[src/rtl/paritysel_mux_seq_if.sv]
// Bundle between the burst sequencer, its upstream/downstream and the parity-select mux.
// Carries out_err only when PARITYSEL_CHECK_EN is defined.
interface paritysel_mux_seq_if #(
   parameter int WIDTH = 8
);
   logic             in_valid;
   logic             in_ready;
   logic [WIDTH-1:0] in_data_a;
   logic [WIDTH-1:0] in_data_b;
   logic [3:0]       sel;
   logic [WIDTH-1:0] data_a;
   logic [WIDTH-1:0] data_b;
   logic [WIDTH-1:0] mux_data_out;
   logic             out_valid;
   logic             out_ready;
   logic [WIDTH-1:0] out_data;
   logic [3:0]       out_sel;
   logic             out_last;
`ifdef PARITYSEL_CHECK_EN
   logic             out_err;

   modport master (
      output in_valid, in_data_a, in_data_b, mux_data_out, out_ready,
      input  in_ready, sel, data_a, data_b, out_valid, out_data, out_sel, out_last, out_err
   );
   modport slave (
      input  in_valid, in_data_a, in_data_b, mux_data_out, out_ready,
      output in_ready, sel, data_a, data_b, out_valid, out_data, out_sel, out_last, out_err
   );
`else
   modport master (
      output in_valid, in_data_a, in_data_b, mux_data_out, out_ready,
      input  in_ready, sel, data_a, data_b, out_valid, out_data, out_sel, out_last
   );
   modport slave (
      input  in_valid, in_data_a, in_data_b, mux_data_out, out_ready,
      output in_ready, sel, data_a, data_b, out_valid, out_data, out_sel, out_last
   );
`endif
endinterface

[src/rtl/paritysel_mux_seq.sv]
// Burst sequencer around a parity-select mux: latches one operand pair, steps sel BURST_LEN times
// and registers each mux result on a valid/ready output. Optional PARITYSEL_CHECK_EN adds out_err.
module paritysel_mux_seq #(
   parameter int WIDTH     = 8,
   parameter int BURST_LEN = 4,
   parameter int SEL_START = 0
) (
   input  logic             clk,
   input  logic             rst_n,
   paritysel_mux_seq_if.slave bus
);
   typedef enum logic {IDLE, RUN} state_t;

   state_t           state;
   logic [3:0]       sel;
   logic [WIDTH-1:0] data_a;
   logic [WIDTH-1:0] data_b;
   logic [WIDTH-1:0] out_data;
   logic [3:0]       out_sel;
   logic             out_valid;
   logic             out_last;
   logic [4:0]       step;
   logic             cap;
   logic             last_step;

   // A result slot is free when empty or being drained this cycle, so no bubble on consume+capture.
   assign cap       = !out_valid || bus.out_ready;
   assign last_step = (step == 5'(BURST_LEN - 1));

   always_ff @(posedge clk or negedge rst_n) begin
      if (!rst_n) begin
         state     <= IDLE;
         sel       <= '0;
         data_a    <= '0;
         data_b    <= '0;
         out_data  <= '0;
         out_sel   <= '0;
         out_valid <= 1'b0;
         out_last  <= 1'b0;
         step      <= '0;
      end else begin
         case (state)
            IDLE: begin
               if (out_valid && bus.out_ready) begin
                  out_valid <= 1'b0;
               end
               if (bus.in_valid) begin
                  data_a <= bus.in_data_a;
                  data_b <= bus.in_data_b;
                  sel    <= 4'(SEL_START);
                  step   <= '0;
                  state  <= RUN;
               end
            end
            RUN: begin
               if (cap) begin
                  out_data  <= bus.mux_data_out;
                  out_sel   <= sel;
                  out_valid <= 1'b1;
                  out_last  <= last_step;
                  sel       <= sel + 4'd1;
                  step      <= step + 5'd1;
                  if (last_step) begin
                     state <= IDLE;
                  end
               end
            end
            default: state <= IDLE;
         endcase
      end
   end

   assign bus.in_ready  = (state == IDLE);
   assign bus.sel       = sel;
   assign bus.data_a    = data_a;
   assign bus.data_b    = data_b;
   assign bus.out_data  = out_data;
   assign bus.out_sel   = out_sel;
   assign bus.out_valid = out_valid;
   assign bus.out_last  = out_last;

`ifdef PARITYSEL_CHECK_EN
   logic err_q;
   logic mismatch;

   // Independent recomputation of the mux contract, captured alongside each result.
   assign mismatch = (bus.mux_data_out != ((^sel) ? data_b : data_a));

   always_ff @(posedge clk or negedge rst_n) begin
      if (!rst_n) begin
         err_q <= 1'b0;
      end else if (state == RUN && cap) begin
         err_q <= mismatch;
      end
   end

   assign bus.out_err = err_q & out_valid;
`endif
endmodule
[src/flat_wrapper.sv]
// flat-port wrapper written by rule: the top's interface ports become plain ports
module paritysel_mux_seq_flat 
#(
   parameter int WIDTH     = 8,
   parameter int BURST_LEN = 4,
   parameter int SEL_START = 0
)
  (clk, rst_n, bus_in_valid, bus_in_data_a, bus_in_data_b, bus_mux_data_out, bus_out_ready, bus_in_ready, bus_sel, bus_data_a, bus_data_b, bus_out_valid, bus_out_data, bus_out_sel, bus_out_last);
  paritysel_mux_seq_if #(.WIDTH(WIDTH)) bus_i ();
  input  logic clk;
  input  logic rst_n;
  input wire logic [$bits(bus_i.in_valid)-1:0] bus_in_valid;
  input wire logic [$bits(bus_i.in_data_a)-1:0] bus_in_data_a;
  input wire logic [$bits(bus_i.in_data_b)-1:0] bus_in_data_b;
  input wire logic [$bits(bus_i.mux_data_out)-1:0] bus_mux_data_out;
  input wire logic [$bits(bus_i.out_ready)-1:0] bus_out_ready;
  output wire logic [$bits(bus_i.in_ready)-1:0] bus_in_ready;
  output wire logic [$bits(bus_i.sel)-1:0] bus_sel;
  output wire logic [$bits(bus_i.data_a)-1:0] bus_data_a;
  output wire logic [$bits(bus_i.data_b)-1:0] bus_data_b;
  output wire logic [$bits(bus_i.out_valid)-1:0] bus_out_valid;
  output wire logic [$bits(bus_i.out_data)-1:0] bus_out_data;
  output wire logic [$bits(bus_i.out_sel)-1:0] bus_out_sel;
  output wire logic [$bits(bus_i.out_last)-1:0] bus_out_last;
  assign bus_i.in_valid = bus_in_valid;
  assign bus_i.in_data_a = bus_in_data_a;
  assign bus_i.in_data_b = bus_in_data_b;
  assign bus_i.mux_data_out = bus_mux_data_out;
  assign bus_i.out_ready = bus_out_ready;
  assign bus_in_ready = bus_i.in_ready;
  assign bus_sel = bus_i.sel;
  assign bus_data_a = bus_i.data_a;
  assign bus_data_b = bus_i.data_b;
  assign bus_out_valid = bus_i.out_valid;
  assign bus_out_data = bus_i.out_data;
  assign bus_out_sel = bus_i.out_sel;
  assign bus_out_last = bus_i.out_last;
  paritysel_mux_seq #(.WIDTH(WIDTH), .BURST_LEN(BURST_LEN), .SEL_START(SEL_START)) u_core (.clk(clk), .rst_n(rst_n), .bus(bus_i));
endmodule
[config.mk]
export PLATFORM = sky130hd
export DESIGN_NAME = paritysel_mux_seq_flat
export DESIGN_NICKNAME = d
export VERILOG_FILES = /design/src/rtl/paritysel_mux_seq_if.sv /design/src/rtl/paritysel_mux_seq.sv /design/src/flat_wrapper.sv
export SDC_FILE = /design/constraint.sdc
export NUM_CORES = 1
export LEC_CHECK = 0
export ABC_AREA = 1
export CELL_PAD_IN_SITES_DETAIL_PLACEMENT = 1
export CELL_PAD_IN_SITES_GLOBAL_PLACEMENT = 1
export CORE_AREA = 5 5 78 80
export CTS_CLUSTER_SIZE = 20
export DETAILED_ROUTE_END_ITERATION = 7
export DIE_AREA = 0 0 83 85
export HOLD_SLACK_MARGIN = 0.03
export PLACE_DENSITY = 0.77
export SETUP_SLACK_MARGIN = 0.3
export SYNTH_ARGS = -nofsm -noshare
export SYNTH_HDL_FRONTEND = slang
export SYNTH_SLANG_ARGS = --single-unit
export TNS_END_PERCENT = 50
[constraint.sdc]
create_clock -name clk -period 1.7 [get_ports clk]
set_input_delay 0.17 -clock clk [delete_from_list [all_inputs] [get_ports clk]]
set_output_delay 0.17 -clock clk [all_outputs]
set_load 0.01 [all_outputs]
==> impl_metrics.tcl <==
set metrics [dict create \
    final_area_um2 2500 \
    nets 283 \
    io_pins 63 \
    cpMaxStageDelayCell "clkdlybuf4s50_1" \
    first_pass_iters 4 \
    yosys.cell_types.count 19 \
    cts_sinks 40 \
    hold_end "u_core.bus.out_data[7]$_DFFE_PN0P_" \
    hold_path_depth 3 \
    worstPathRequired_ns 1.53 \
    fmax_ghz 0.706 \
    fp.coreArea_um2 5340 \
    worst_slew_pin_slew_ns 0.501 \
    yosys_warnings 0 \
    synth_mux_area_share_pct 0 \
    htreeDepth 2 \
    fin_util_pct 46.9 \
    synth-xor-area-share_pct 1.02 \
    dp_hpwl_um 3060 \
    ant_nets 0 \
    rr_endpoint "u_core.step[2]$_DFFE_PN0P_" \
    start_util_pct 32.3 \
    crit_family "buffers and inverters" \
    cts_tree "done" \
    cp-startpoint "u_core.bus.sel[1]$_DFFE_PN0P_" \
    vias 1486 \
    grt_pass1_wl_um 7090 \
    worst-r2r-cell-count 4 \
    grt_pass1_vias 1586 \
    hold_ws_ns 0.422 \
    timing_max_transition_violations_final 0 \
    post-route-min-period_ns 1.42 \
    clock_skew_ns 0.00523 \
    crit_path_end_kind "output pin" \
    dpl_cell_area_um2 2370 \
    pre_cts_slack_ns 0.183 \
    maxCapViolCount 0 \
    min_period_over_period_pct 83.3 \
    synth_area_um2 1720 \
    ir_drop_uv 773 \
    row_count 27 \
    clk_latency_ns 0.29 \
    ys_ff_latch 40 \
    clkTransAtPathRegs_ns 0.08 \
    numPortBuffers 62 \
    slowest_delay_ns 0.55 \
    gp_congestion 0.747 \
    synthCells 188 \
    hold_path_class "in2reg" \
    die_w_um 83 \
    cp.arrival_ns 1.25 \
    cts_root_buf "clkbuf_8" \
    synthAdderAreaFrac_pct 1.45 \
    yosys.area_share.simple_pct 30.1 \
    path_class "reg2out" \
    fin_cells 326 \
    wl_um 4200 \
    hold_path_startpoint "bus_mux_data_out[7]" \
    nFillCells 657 \
    diodes 0 \
    cp_num_buf_inv 1 \
    synth-compound-area-share_pct 2.69 \
    leakagePower_nw 1.30 \
    power_mw 4.09 \
    r2r_setup_slack_ns 0.46 \
    area_growth_pct 45.1 \
    synth.yosys.seq_area_share_pct 58.1 \
    relSlewSlack_pct 66.6 \
    dpl.cell_count 317 \
    antenna_found_initial 0 \
    grt_usage_pct 12.4 \
    grt_max_degree 41 \
    p_per_area_nw_per_um2 1640 \
    status "finished, final reports clean" \
    synth_area_per_cell_um2 9.17 \
    wl_per_cell_um 12.9 \
    layout-drive-gt1-share_pct 7.87 \
    clockBufferDepth 2 \
    synth_top_family_by_area "simple AND/OR/NAND/NOR gates" \
    path_max_fanout 6 \
    fin_setup_tns_ns 0 \
    timing.rr.start "u_core.bus.out_valid$_DFFE_PN0P_" \
    drc 0 \
    viasPerCell 4.56 \
    cts_buffers 5 \
    startpoint_type "flip-flop" \
    dieArea_um2 7060 \
    overflow 0 \
    drtIter0Drc 56 \
    hold_viol 0 \
    crit_chain "clkdlybuf4s50_1" \
    grt_setup_unrepaired "true" \
    final.setup.worst_slack_ns 0.283 \
    synth_nets 218 \
    final-setup-viol-count 0 \
    fp.dieH_um 85 \
]
==> routing by layer <==
layer  up-vias  share of wire (%)  GRT usage, %
met5         -                  0             0
met4         0               0.86          3.57
met3         4                7.2          5.15
met2        43                 51          22.1
met1       712                 41          13.5
li1        727                  -             -
==> logic make-up after synthesis <==
family                     count (synthesis)
AOI/OAI and AO/OA                          7
buffers and inverters                     16
DFF                                       40
and+or+nand+nor                          121
xor gates and xnor gates                   2
adders and majority gates                  2
==> area by class of cell <==
type                    count  area (um^2)  share of cell area (%)
flip-flops and latches     40         1000                    40.2
repair buffers             68          682                    27.3
multi-input cells         132          608                    24.3
well taps                  72         90.1                    3.60
clock buffers               7         86.3                    3.45
inverters                   6         22.5                   0.900
clock inverters             1         7.51                   0.300
==> how the worst max path moves through the flow <==
stage	end	depth (start not counted)	slack, ns
after floorplan	u_core.bus.sel[3]$_DFFE_PN0P_	6	0.66
after global placement	u_core.bus.sel[2]$_DFFE_PN0P_	6	0.22
after detailed placement	u_core.bus.sel[2]$_DFFE_PN0P_	6	0.18
after CTS	bus_out_valid	1	0.23
after global routing	bus_sel[1]	1	0.23
final	bus_sel[1]	1	0.28
==> cells in the final DEF, fill, tap and decap left out <==
cell type	count
a21oi_1	1
a21oi_4	1
buf_2	1
buf_4	5
clkbuf_1	1
clkbuf_8	6
clkdlybuf4s50_1	49
clkinvlp_4	1
dfrtp_1	37
dfrtp_2	3
dlygate4sd2_1	3
dlygate4sd3_1	1
dlymetal6s2s_1	9
ha_1	2
inv_1	5
inv_2	1
nand2_1	83
nand2_2	1
nand2_8	1
nand3_1	31
nand4_1	3
nor2_1	2
o21ai_0	2
o21ai_1	3
xnor2_1	2
==> worst reg2reg max path: cells and delay by family (launching register included) <==
family / cells / cell delay, ns
flip-flops: 1 / 0.43
AND/OR/NAND/NOR: 3 / 0.57
AO/OA/AOI/OAI: 1 / 0.10
==> power by group <==
group	switching (mW)	leakage [nW]	total, mW	internal, mW
logic	0.842	0.760	1.76	0.914
registers	0.320	0.494	1.69	1.37
clock network	0.320	0.0445	0.650	0.330
total	1.48	1.30	4.09	2.61
==> what timing repair did <==
item                                    4_1_cts  5_1_grt
resized for setup                             5       10
hold buffers                                  1        0
endpoints found under the hold margin        40        0
pin swaps                                     0        0
buffers inserted                              0        0
endpoints found under the setup margin        6       21
==> synth_stat cells <==
cell | n | area share, %
ha_1 | 2 | 1.5
buf_8 | 1 | 0.87
nand3_1 | 31 | 9.0
nand2_2 | 1 | 0.36
o21ai_1 | 3 | 0.87
a21oi_4 | 1 | 0.94
nand2_1 | 83 | 18
inv_1 | 5 | 1.1
buf_2 | 2 | 0.58
buf_4 | 3 | 1.3
nand2_8 | 1 | 1.2
nand4_1 | 3 | 1.1
a21oi_1 | 1 | 0.29
xnor2_1 | 2 | 1.0
inv_2 | 1 | 0.22
dfrtp_1 | 40 | 58
buf_6 | 4 | 2.6
nor2_1 | 2 | 0.44
o21ai_0 | 2 | 0.58
==> state kept, by name, indices dropped and copies added (netlist names) <==
name,cells
u_core.step,5
u_core.bus.out_last,1
u_core.bus.out_valid,1
u_core.bus.sel,4
u_core.bus.out_sel,4
u_core.bus.data_b,8
u_core.bus.data_a,8
u_core.state,1
u_core.bus.out_data,8
(Power assumes the default switching activity.)
